### src/rtl/uv_spi_arb_pkg.sv
// ---------------------------------------------------------------------------
// uv_spi_arb_pkg
// Shared types and constants for the SPI bus-slave arbiter.
//   state_t  : arbiter FSM states (TMO/DRAIN are only reachable when the
//              design is built with UV_SPI_ARB_TIMEOUT_EN defined)
//   EXCP_OK  : normal response exception code
//   EXCP_TMO : exception code returned for an aborted (timed-out) access
// ---------------------------------------------------------------------------
package uv_spi_arb_pkg;

  typedef enum logic [2:0] {
    IDLE,
    REQ,
    RSP,
    TMO,
    DRAIN
  } state_t;

  localparam logic [1:0] EXCP_OK  = 2'b00;
  localparam logic [1:0] EXCP_TMO = 2'b10;

endpackage

### src/rtl/uv_rr_arb.sv
// ---------------------------------------------------------------------------
// uv_rr_arb
// Purely combinational round-robin grant. Picks the first asserted request
// at or after ptr, wrapping modulo REQ_NUM.
// Ports:
//   req [REQ_NUM-1:0] in  : request vector
//   ptr [PW-1:0]      in  : highest-priority index (must be < REQ_NUM)
//   gnt [REQ_NUM-1:0] out : one-hot grant (all zero when no request)
//   idx [PW-1:0]      out : index of the granted request (0 when none)
// ---------------------------------------------------------------------------
module uv_rr_arb #(
  parameter int REQ_NUM = 2,
  parameter int PW      = (REQ_NUM > 1) ? $clog2(REQ_NUM) : 1
) (
  input  logic [REQ_NUM-1:0] req,
  input  logic [PW-1:0]      ptr,
  output logic [REQ_NUM-1:0] gnt,
  output logic [PW-1:0]      idx
);

  // Walk the rotated priority order from lowest priority to highest so the
  // last hit (the one closest to ptr) is the one that sticks.
  always_comb begin
    int cand;
    cand = 0;
    gnt  = '0;
    idx  = '0;
    for (int k = REQ_NUM - 1; k >= 0; k--) begin
      cand = int'(ptr) + k;
      if (cand >= REQ_NUM) begin
        cand = cand - REQ_NUM;
      end
      if (req[cand[PW-1:0]]) begin
        gnt                 = '0;
        gnt[cand[PW-1:0]]   = 1'b1;
        idx                 = cand[PW-1:0];
      end
    end
  end

endmodule

### src/rtl/uv_spi_arb.sv
// ---------------------------------------------------------------------------
// uv_spi_arb
// Round-robin arbiter sharing the single bus slave port of the SPI controller
// between REQ_NUM masters. One outstanding transaction at a time; the
// response is routed back to the master that issued the request.
//
// Optional feature: define UV_SPI_ARB_TIMEOUT_EN to abort a transaction whose
// response does not arrive within TMO_CNT RSP cycles. The master then gets
// EXCP_TMO, and the late slave response is swallowed in DRAIN.
//
// Ports:
//   clk, rst                      : clock, asynchronous active-high reset
//   m_req_vld/rdy/read  [REQ_NUM] : per-master request handshake + direction
//   m_req_addr/mask/data          : packed request fields, master i at slice i
//   m_rsp_vld/rdy       [REQ_NUM] : per-master response handshake
//   m_rsp_excp/data               : packed response fields, master i at slice i
//   spi_req_*                     : registered request to the SPI controller
//   spi_rsp_*                     : response from the SPI controller
// ---------------------------------------------------------------------------
module uv_spi_arb
  import uv_spi_arb_pkg::*;
#(
  parameter int ALEN    = 12,
  parameter int DLEN    = 32,
  parameter int MLEN    = DLEN / 8,
  parameter int REQ_NUM = 2,
  parameter int TMO_CNT = 1024
) (
  input  logic                    clk,
  input  logic                    rst,

  input  logic [REQ_NUM-1:0]      m_req_vld,
  output logic [REQ_NUM-1:0]      m_req_rdy,
  input  logic [REQ_NUM-1:0]      m_req_read,
  input  logic [REQ_NUM*ALEN-1:0] m_req_addr,
  input  logic [REQ_NUM*MLEN-1:0] m_req_mask,
  input  logic [REQ_NUM*DLEN-1:0] m_req_data,

  output logic [REQ_NUM-1:0]      m_rsp_vld,
  input  logic [REQ_NUM-1:0]      m_rsp_rdy,
  output logic [REQ_NUM*2-1:0]    m_rsp_excp,
  output logic [REQ_NUM*DLEN-1:0] m_rsp_data,

  output logic                    spi_req_vld,
  input  logic                    spi_req_rdy,
  output logic                    spi_req_read,
  output logic [ALEN-1:0]         spi_req_addr,
  output logic [MLEN-1:0]         spi_req_mask,
  output logic [DLEN-1:0]         spi_req_data,

  input  logic                    spi_rsp_vld,
  output logic                    spi_rsp_rdy,
  input  logic [1:0]              spi_rsp_excp,
  input  logic [DLEN-1:0]         spi_rsp_data
);

  localparam int PW = (REQ_NUM > 1) ? $clog2(REQ_NUM) : 1;

  if (REQ_NUM < 2 || TMO_CNT < 2) begin : g_param_err
    $error("uv_spi_arb: REQ_NUM and TMO_CNT must both be at least 2");
  end

  state_t            state_reg;
  logic [PW-1:0]     ptr_reg;
  logic [PW-1:0]     own_reg;
  logic              read_reg;
  logic [ALEN-1:0]   addr_reg;
  logic [MLEN-1:0]   mask_reg;
  logic [DLEN-1:0]   data_reg;

  logic [REQ_NUM-1:0] gnt;
  logic [PW-1:0]      gnt_idx;
  logic [PW-1:0]      own_inc;
  logic               idle_st;
  logic               rsp_st;
  logic               tmo_st;
  logic               drain_st;
  logic               req_hs;

`ifdef UV_SPI_ARB_TIMEOUT_EN
  localparam int            TW       = $clog2(TMO_CNT);
  localparam logic [TW-1:0] CNT_LAST = TW'(TMO_CNT - 1);
  logic [TW-1:0]            cnt_reg;
`endif

  uv_rr_arb #(
    .REQ_NUM (REQ_NUM),
    .PW      (PW)
  ) u_rr_arb (
    .req (m_req_vld),
    .ptr (ptr_reg),
    .gnt (gnt),
    .idx (gnt_idx)
  );

  assign idle_st = (state_reg == IDLE);
  assign rsp_st  = (state_reg == RSP);
`ifdef UV_SPI_ARB_TIMEOUT_EN
  assign tmo_st   = (state_reg == TMO);
  assign drain_st = (state_reg == DRAIN);
`else
  assign tmo_st   = 1'b0;
  assign drain_st = 1'b0;
`endif

  // Ready is held low while reset is asserted so requesters never see a
  // grant during reset, even though the FSM already sits in IDLE.
  assign m_req_rdy = (idle_st && !rst) ? gnt : '0;
  // The arbiter only grants an asserted request, so any request is a handshake.
  assign req_hs    = idle_st && (|m_req_vld);
  assign own_inc   = (own_reg == PW'(REQ_NUM - 1)) ? '0 : own_reg + PW'(1);

  assign spi_req_vld  = (state_reg == REQ);
  assign spi_req_read = read_reg;
  assign spi_req_addr = addr_reg;
  assign spi_req_mask = mask_reg;
  assign spi_req_data = data_reg;

  // DRAIN accepts the stale slave response unconditionally.
  assign spi_rsp_rdy = rsp_st ? m_rsp_rdy[own_reg] : drain_st;

  for (genvar gi = 0; gi < REQ_NUM; gi++) begin : g_rsp
    logic own_sel;
    assign own_sel = (own_reg == PW'(gi));
    assign m_rsp_vld[gi] = own_sel & ((rsp_st & spi_rsp_vld) | tmo_st);
    assign m_rsp_excp[gi*2 +: 2] = (own_sel && rsp_st) ? spi_rsp_excp :
                                   (own_sel && tmo_st) ? EXCP_TMO : EXCP_OK;
    assign m_rsp_data[gi*DLEN +: DLEN] = (own_sel && rsp_st) ? spi_rsp_data : '0;
  end

  always_ff @(posedge clk or posedge rst) begin
    if (rst) begin
      state_reg <= IDLE;
      ptr_reg   <= '0;
      own_reg   <= '0;
      read_reg  <= 1'b0;
      addr_reg  <= '0;
      mask_reg  <= '0;
      data_reg  <= '0;
`ifdef UV_SPI_ARB_TIMEOUT_EN
      cnt_reg   <= '0;
`endif
    end else begin
      case (state_reg)
        IDLE: begin
          if (req_hs) begin
            own_reg   <= gnt_idx;
            read_reg  <= m_req_read[gnt_idx];
            addr_reg  <= m_req_addr[gnt_idx*ALEN +: ALEN];
            mask_reg  <= m_req_mask[gnt_idx*MLEN +: MLEN];
            data_reg  <= m_req_data[gnt_idx*DLEN +: DLEN];
            state_reg <= REQ;
          end
        end
        REQ: begin
          if (spi_req_rdy) begin
            state_reg <= RSP;
`ifdef UV_SPI_ARB_TIMEOUT_EN
            cnt_reg   <= '0;
`endif
          end
        end
        RSP: begin
          if (spi_rsp_vld) begin
            // A real response always wins, even in the expiry cycle.
            if (m_rsp_rdy[own_reg]) begin
              ptr_reg   <= own_inc;
              state_reg <= IDLE;
            end
          end
`ifdef UV_SPI_ARB_TIMEOUT_EN
          else if (cnt_reg == CNT_LAST) begin
            state_reg <= TMO;
          end else begin
            cnt_reg <= cnt_reg + TW'(1);
          end
`endif
        end
`ifdef UV_SPI_ARB_TIMEOUT_EN
        TMO: begin
          if (m_rsp_rdy[own_reg]) begin
            ptr_reg   <= own_inc;
            state_reg <= DRAIN;
          end
        end
        DRAIN: begin
          if (spi_rsp_vld) begin
            state_reg <= IDLE;
          end
        end
`endif
        default: state_reg <= IDLE;
      endcase
    end
  end

endmodule
### config.mk
export PLATFORM = sky130hd
export DESIGN_NAME = uv_spi_arb
export DESIGN_NICKNAME = d
export VERILOG_FILES = /design/src/rtl/uv_spi_arb_pkg.sv /design/src/rtl/uv_rr_arb.sv /design/src/rtl/uv_spi_arb.sv
export SDC_FILE = /design/constraint.sdc
export NUM_CORES = 1
export LEC_CHECK = 0
export ABC_AREA = 0
export BUFFER_PORTS_ARGS = -buffer_cell sky130_fd_sc_hd__buf_2
export CAP_MARGIN = 40
export CORE_AREA = 2 2 103 105
export CTS_BUF_LIST = sky130_fd_sc_hd__clkbuf_8
export DETAILED_ROUTE_END_ITERATION = 12
export DIE_AREA = 0 0 105 107
export MAX_ROUTING_LAYER = met4
export PLACE_DENSITY = 0.67
export SETUP_SLACK_MARGIN = 0.2
export SYNTH_ARGS = -nofsm -noshare
export SYNTH_HDL_FRONTEND = slang
export SYNTH_SLANG_ARGS = --single-unit
### constraint.sdc
create_clock -name clk -period 1.7 [get_ports clk]
set_input_delay 0.17 -clock clk [delete_from_list [all_inputs] [get_ports clk]]
set_output_delay 0.17 -clock clk [all_outputs]
set_load 0.01 [all_outputs]
==> run_results.csv, run 1 <==
group,metric,value,unit
synthesis,synth_simple_gate_area_share,16.4,%
floorplanning,chipHeight,107,um
drt,drt_wl_total,14900,um
synthesis,ys_ff_latch,53,
clock_network,clockBufferDepth,2,
global_route,grt_pass1_vias,3864,
sta,hold_violations,0,
worst_setup_path,start_kind,"flip-flop",
worst_setup_path,crit_fanout,18,
worst_setup_path,cp.arrival,1.50,ns
worst_setup_path,critPathCaptureType,"primary output",
floorplanning,die_w,105,um
drt,ant_nets,0,
sta,period_share,98.5,%
synthesis,synth_ff_type,"dfrtp_1",
synthesis,synth.distinct_cells,26,
pwr,cellPowerDensity,1530,nW/um^2
drt,wl_per_cell,20.1,um
min_path,min_to,"state_reg[1]$_DFFE_PP0P_",
synthesis,synth-xor-area-share,0,%
sta,post-route-min-period,1.67,ns
sta,rsz0062_at_grt,"true",
synthesis,yosys.area.top_type,"dfrtp_1",
sta,max_freq,0.597,GHz
clock_network,root_buffer,"clkbuf_8",
cells_and_area,layoutNonFillerInstCount,741,
synthesis,syn_avg_cell_area,9.53,sq um
synthesis,synth_area_leaders,"dfrtp_1 (41%), and2_1 (14%), a2bb2oi_1 (13%)",
worst_setup_path,r2r-start,"state_reg[1]$_DFFE_PP0P_",
cells_and_area,nFillCells,921,
synthesis,synth_compound_gate_area_share,35.2,%
synthesis,yosysWarnings,0,
floorplanning,initial_core_util,32.1,%
synthesis,synth_common_cells,"and2_1 (70), dfrtp_1 (53), a2bb2oi_1 (49), a311oi_1 (49), o21ai_0 (45)",
synthesis,syn_inst,340,
min_path,hold_path_class,"input pin to flip-flop",
pwr,p_total,8.67,mW
clock_network,cts_buffers,5,
floorplanning,design.die.area,11200,sq um
drt,drt_first_pass_iters,4,
pwr,p_leak,2.66,nW
worst_setup_path,rrSetupSlack,0.21,ns
place,place.gp.congestion,0.863,
sta,hold_ws,0.112,ns
drt,vias,4028,
run,drv_cap,0,
place,numPortBuffers,262,
sta,setup-violations-final,0,
worst_setup_path,reg2reg_depth,4,
sta,fin_worst_skew,0.00538,ns
global_route,grt_pass1_wl,19900,um
drt,drc_errors,0,
worst_setup_path,required,1.53,ns
drt,drt_iter0_markers,264,
sta,relSlewSlack,70.4,%
drt,viasPerCell,5.44,
cells_and_area,final_area,5680,sq um
cells_and_area,area_delta_synth_final,75.2,%
global_route,grt_max_degree,36,
floorplanning,row_count,37,
worst_setup_path,setup.worst_path.class,"flip-flop to primary output",
clock_network,clkLatencyLatePin,0.30,ns
status,status,"finished, final reports clean",
synthesis,muxShareOfSynthArea,0.618,%
floorplanning,ioPinCount,263,
clock_network,clkTransAtPathRegs,0.09,ns
synthesis,yosysMostFrequentCell,"and2_1",
cells_and_area,utilization,56.3,%
pwr,peakVddDrop,690,uV
sta,worst_slack,0.0260,ns
worst_setup_path,rr_endpoint,"spi_req_data[27]$_DFFE_PP0P_",
clock_network,cts_tree,"done",
place,place_inst,714,
cells_and_area,largest_reg_flops,32,
cells_and_area,drive_gt1_share,65.9,%
floorplanning,coreArea,10100,sq um
place,hpwl,10200,um
synthesis,syn_area,3240,sq um
global_route,overflow,0,
global_route,grt_use_total,22.7,%
synthesis,synth-adder-area-share,0,%
synthesis,yosysSeqAreaShare,40.9,%
synthesis,async_flop_share,100,%
min_path,hp-start,"spi_req_rdy",
clock_network,clock-sinks,53,
sta,worst_slew_pin_slew,0.444,ns
sta,finalMaxSlewViolations,0,
place,dp_slack,0.119,ns
clock_network,htreeDepth,2,
synthesis,synth_top_area_share,40.9,%
synthesis,synth_edf_count,0,
synthesis,synth_top_family_by_area,"compound AO/OA/AOI/OAI gates",
cells_and_area,nNetsFinal,740,
min_path,min_path_cells,2,
synthesis,synth_nets,480,
global_route,antenna_found_initial,4,
sta,tns,0,ns
place,place_area,4710,sq um
==> critical path, stage by stage, from the launching register on <==
cell and delay, ns:
dfrtp_1 0.42, or2_4 0.29, buf_12 0.16, nor4_4 0.15, buf_2 0.19
==> layout make-up <==
cell class | count | area, sq um | share of cell area [%]
clock inverters | 3 | 13.8 | 0.242
repair buffers | 297 | 1940 | 34.1
multi-input cells | 238 | 2130 | 37.5
well taps | 136 | 170 | 3.00
clock buffers | 5 | 68.8 | 1.21
flip-flops and latches | 53 | 1330 | 23.4
diodes | 4 | 10.0 | 0.176
inverters | 5 | 22.5 | 0.397
==> power breakdown <==
| part | switching (mW) | total [mW] | internal [mW] |
|---|---|---|---|
| registers | 0.484 | 2.39 | 1.91 |
| logic | 2.59 | 5.59 | 3.00 |
| clock network | 0.410 | 0.692 | 0.281 |
| total | 3.49 | 8.67 | 5.19 |
==> how the worst max path moves through the flow <==
stage                                   startpoint                           end  cells after the start
after floorplan                                rst                  m_req_rdy[0]                      2
after global placement    state_reg[1]$_DFFE_PP0P_   spi_req_data[5]$_DFFE_PP0P_                      4
final                     state_reg[1]$_DFFE_PP0P_                  m_req_rdy[1]                      4
after global routing      state_reg[1]$_DFFE_PP0P_                  m_req_rdy[1]                      4
after detailed placement  state_reg[1]$_DFFE_PP0P_  spi_req_data[27]$_DFFE_PP0P_                      4
after CTS                 state_reg[0]$_DFFE_PP0P_                  m_req_rdy[1]                      4
==> cells in the final DEF, fill, tap and decap left out, types with 11 or more instances in the layout <==
cell / count
a2bb2oi_2: 35
a311oi_1: 38
and2_4: 32
a2bb2oi_1: 14
buf_4: 17
a311oi_2: 11
dfrtp_1: 52
buf_2: 229
and2_1: 38
o21ai_0: 45
buf_6: 41
==> kinds of logic (layout without fill, tap and decap cells) <==
group,count (synthesis),in the layout
AO/OA/AOI/OAI,151,151
buffers and inverters,49,310
flip-flops,53,53
multiplexers,2,2
other,0,4
AND/OR/NAND/NOR,85,85
==> metal layers <==
| metal | wire length (um) | global-route usage [%] | part of all wire (%) |
|---|---|---|---|
| met5 | 0 | - | 0 |
| met3 | 1000 | 5.11 | 6.7 |
| met2 | 8230 | 42.1 | 55 |
| met1 | 5250 | 23.6 | 35 |
| met4 | 397 | 8.00 | 2.7 |
==> repair_timing <==
action | CTS | global route
endpoints found under the setup margin | 104 | 105
cloned | 0 | 5
pin swaps | 1 | 6
gates resized for setup | 17 | 127
endpoints found under the hold margin | 23 | 0
setup buffers | 5 | 4
hold buffers | 1 | 0
(Power assumes the default switching activity.)
==> inputs of run 2 (changes only) <==
--- a/config.mk
+++ b/config.mk
@@ -8,12 +8,12 @@
 export ABC_AREA = 0
 export BUFFER_PORTS_ARGS = -buffer_cell sky130_fd_sc_hd__buf_2
 export CAP_MARGIN = 40
-export CORE_AREA = 2 2 103 105
+export CORE_AREA = 2 2 102 104
 export CTS_BUF_LIST = sky130_fd_sc_hd__clkbuf_8
 export DETAILED_ROUTE_END_ITERATION = 12
-export DIE_AREA = 0 0 105 107
+export DIE_AREA = 0 0 104 106
 export MAX_ROUTING_LAYER = met4
-export PLACE_DENSITY = 0.67
+export PLACE_DENSITY = 0.65
 export SETUP_SLACK_MARGIN = 0.2
 export SYNTH_ARGS = -nofsm -noshare
 export SYNTH_HDL_FRONTEND = slang
==> constraint.sdc (replaced) <==
create_clock -name clk -period 1.8 [get_ports clk]
set_input_delay 0.18 -clock clk [delete_from_list [all_inputs] [get_ports clk]]
set_output_delay 0.18 -clock clk [all_outputs]
set_load 0.01 [all_outputs]
==> run 2 against run 1 <==
Effect of this change: final area fell by 14%; power shrank 22%; non-clock buffer count is 17 lower; register-to-register slack got worse by 0.04 ns; critical path depth up 1; routed wire length down 13%; first-iteration DRC count rose by 24%; worst setup slack gained 0.13 ns; global-route usage decreased by 0.12 points; utilization fell by 7.4 points; sequential power decreased by 9.2%; highest routed layer unchanged.
==> run_results.csv, run 2 (synthesis gave the netlist of run 1 again) <==
group,metric,value,unit
sta,rsz0062_at_grt,"true",
floorplanning,initial_core_util,32.4,%
sta,tns,0,ns
pwr,peakVddDrop,613,uV
run,drv_cap,0,
cells_and_area,seqCellArea,1330,sq um
global_route,grt_util_met1,24.5,%
worst_setup_path,start_kind,"flip-flop",
cells_and_area,final_cell_mix,"buf_2 (262), and2_1 (70), dfrtp_1 (51), a2bb2oi_1 (49), o21ai_0 (45)",
min_path,hold_path_class,"input pin to flip-flop",
sta,max_freq,0.608,GHz
floorplanning,ioPinCount,263,
floorplanning,row_count,37,
sta,finalMaxSlewViolations,0,
floorplanning,coreArea,10000,sq um
sta,fin_worst_skew,0.00452,ns
worst_setup_path,cpMaxStageDelayCell,"dfrtp_1",
global_route,grt_use_met3,4.54,%
global_route,grt_use_total,22.6,%
clock_network,cts_buffers,5,
cells_and_area,largest_reg_flops,32,
drt,wl_per_cell,17.9,um
drt,drt_first_pass_iters,4,
sta,setup-violations-final,0,
status,status,"finished, final reports clean",
worst_setup_path,path_cells,"nand2b_4 -> nor2_4 -> buf_6 -> and2_1 -> buf_2",
worst_setup_path,cp.arrival,1.46,ns
place,place.gp.congestion,0.885,
cells_and_area,area_delta_synth_final,50.8,%
global_route,use_met2,41.2,%
worst_setup_path,critPathCaptureType,"primary output",
clock_network,hold_buffers,0,
drt,vias,3819,
clock_network,clock-sinks,53,
clock_network,cts_tree,"done",
global_route,grt_max_degree,54,
clock_network,root_buffer,"clkbuf_8",
floorplanning,design.die.area,11000,sq um
global_route,grt_pass1_vias,3714,
sta,post-route-min-period,1.64,ns
pwr,p_total,6.77,mW
global_route,top_usage_layer,"met2",
drt,drc_errors,0,
sta,period_share,91.3,%
drt,drt_iter0_markers,327,
worst_setup_path,setup.worst_path.class,"flip-flop to primary output",
place,numPortBuffers,262,
clock_network,clkTransAtPathRegs,0.09,ns
global_route,grt_pass1_wl,19500,um
worst_setup_path,required,1.62,ns
floorplanning,chipHeight,106,um
clock_network,htreeDepth,2,
clock_network,clockBufferDepth,2,
floorplanning,die_w,104,um
drt,drt_wl_total,12900,um
cells_and_area,drive_gt1_share,52.1,%
sta,hold_violations,0,
global_route,antenna_found_initial,2,
cells_and_area,nNetsFinal,723,
global_route,overflow,0,
cells_and_area,multi_input_area,1780,sq um
drt,ant_nets,0,
pwr,cellPowerDensity,1390,nW/um^2
clock_network,clkLatencyLatePin,0.29,ns
cells_and_area,layout_commonest_cell,"buf_2",
cells_and_area,nFillCells,969,
place,hpwl,9260,um
worst_setup_path,crit_fanout,9,
sta,worst_slew_pin_slew,0.688,ns
worst_setup_path,cpPeakStageDelay,0.40,ns
sta,relSlewSlack,54.1,%
pwr,p_leak,2.43,nW
drt,viasPerCell,5.29,
worst_setup_path,rrSetupSlack,0.17,ns
==> run 2: changes by cell type in the layout (fill, tap and decap cells not counted), sizes merged <==
cell         previous run  this run
buf                   293       280
clkbuf                  8         5
clkinv                  2         0
diode                   4         2
dlygate4sd3             1         0
inv                     5         7
==> run 2: power breakdown <==
group	switching [mW]	internal, mW
registers	0.370	1.80
logic	2.04	1.92
clock network	0.376	0.261
total	2.79	3.98
==> run 2: what timing repair did <==
| action | 4_1_cts | 5_1_grt |
|---|---|---|
| setup endpoints to repair | 71 | 103 |
| cloned | 2 | 0 |
| resized for setup | 13 | 11 |
| buffers inserted | 1 | 0 |
| pin swaps | 1 | 1 |
==> run 2: cell type report <==
class | instances | share of cell area (%)
tap | 136 | 3.48
clock inverter | 3 | 0.230
sequential | 53 | 27.2
inverter | 5 | 0.461
timing repair buffer | 280 | 30.7
clock buffer | 5 | 1.41
multi-input combinational | 238 | 36.4
antenna | 2 | 0.102
==> run 2: routing by layer <==
layer	part of all wire, %	vias to the layer above
li1	-	1771
met2	55	169
met1	37	1857
met5	0	-
met3	5.9	22
met4	2.2	0
==> run 2: metrics by stage <==
step / setup slack, ns / cell area (sq um) / instances / hold WS (ns) / util [%]
floorplan: 0.302 / 3240 / 340 / 0.246 / -
global placement: 0.288 / 4680 / 709 / 0.431 / 46.8
detailed placement: 0.221 / 4680 / 709 / 0.431 / 46.8
CTS: 0.159 / 4820 / 720 / 0.116 / 48.2
global route: 0.0698 / 4890 / 722 / 0.113 / 48.9
finish: 0.156 / 4890 / 722 / 0.122 / 48.9
==> run 2: worst paths after layout <==
kind | startpoint | end | cells past startpoint
worst min-delay path | spi_req_rdy | state_reg[1]$_DFFE_PP0P_ | 2
min in group asynchronous | rst | ptr_reg$_DFFE_PP0P_ | 3
max in group asynchronous | rst | state_reg[1]$_DFFE_PP0P_ | 3
worst max register to register | state_reg[0]$_DFFE_PP0P_ | spi_req_data[28]$_DFFE_PP0P_ | 5
worst min register to register | spi_req_data[26]$_DFFE_PP0P_ | spi_req_data[26]$_DFFE_PP0P_ | 1
worst max-delay path | state_reg[0]$_DFFE_PP0P_ | m_rsp_data[31] | 5
==> run 2: critical path: cells and delay by family, from the launching register on <==
kind	cells	cell delay, ns
buffers and inverters	2	0.28
AND/OR/NAND/NOR	3	0.48
flip-flops	1	0.40
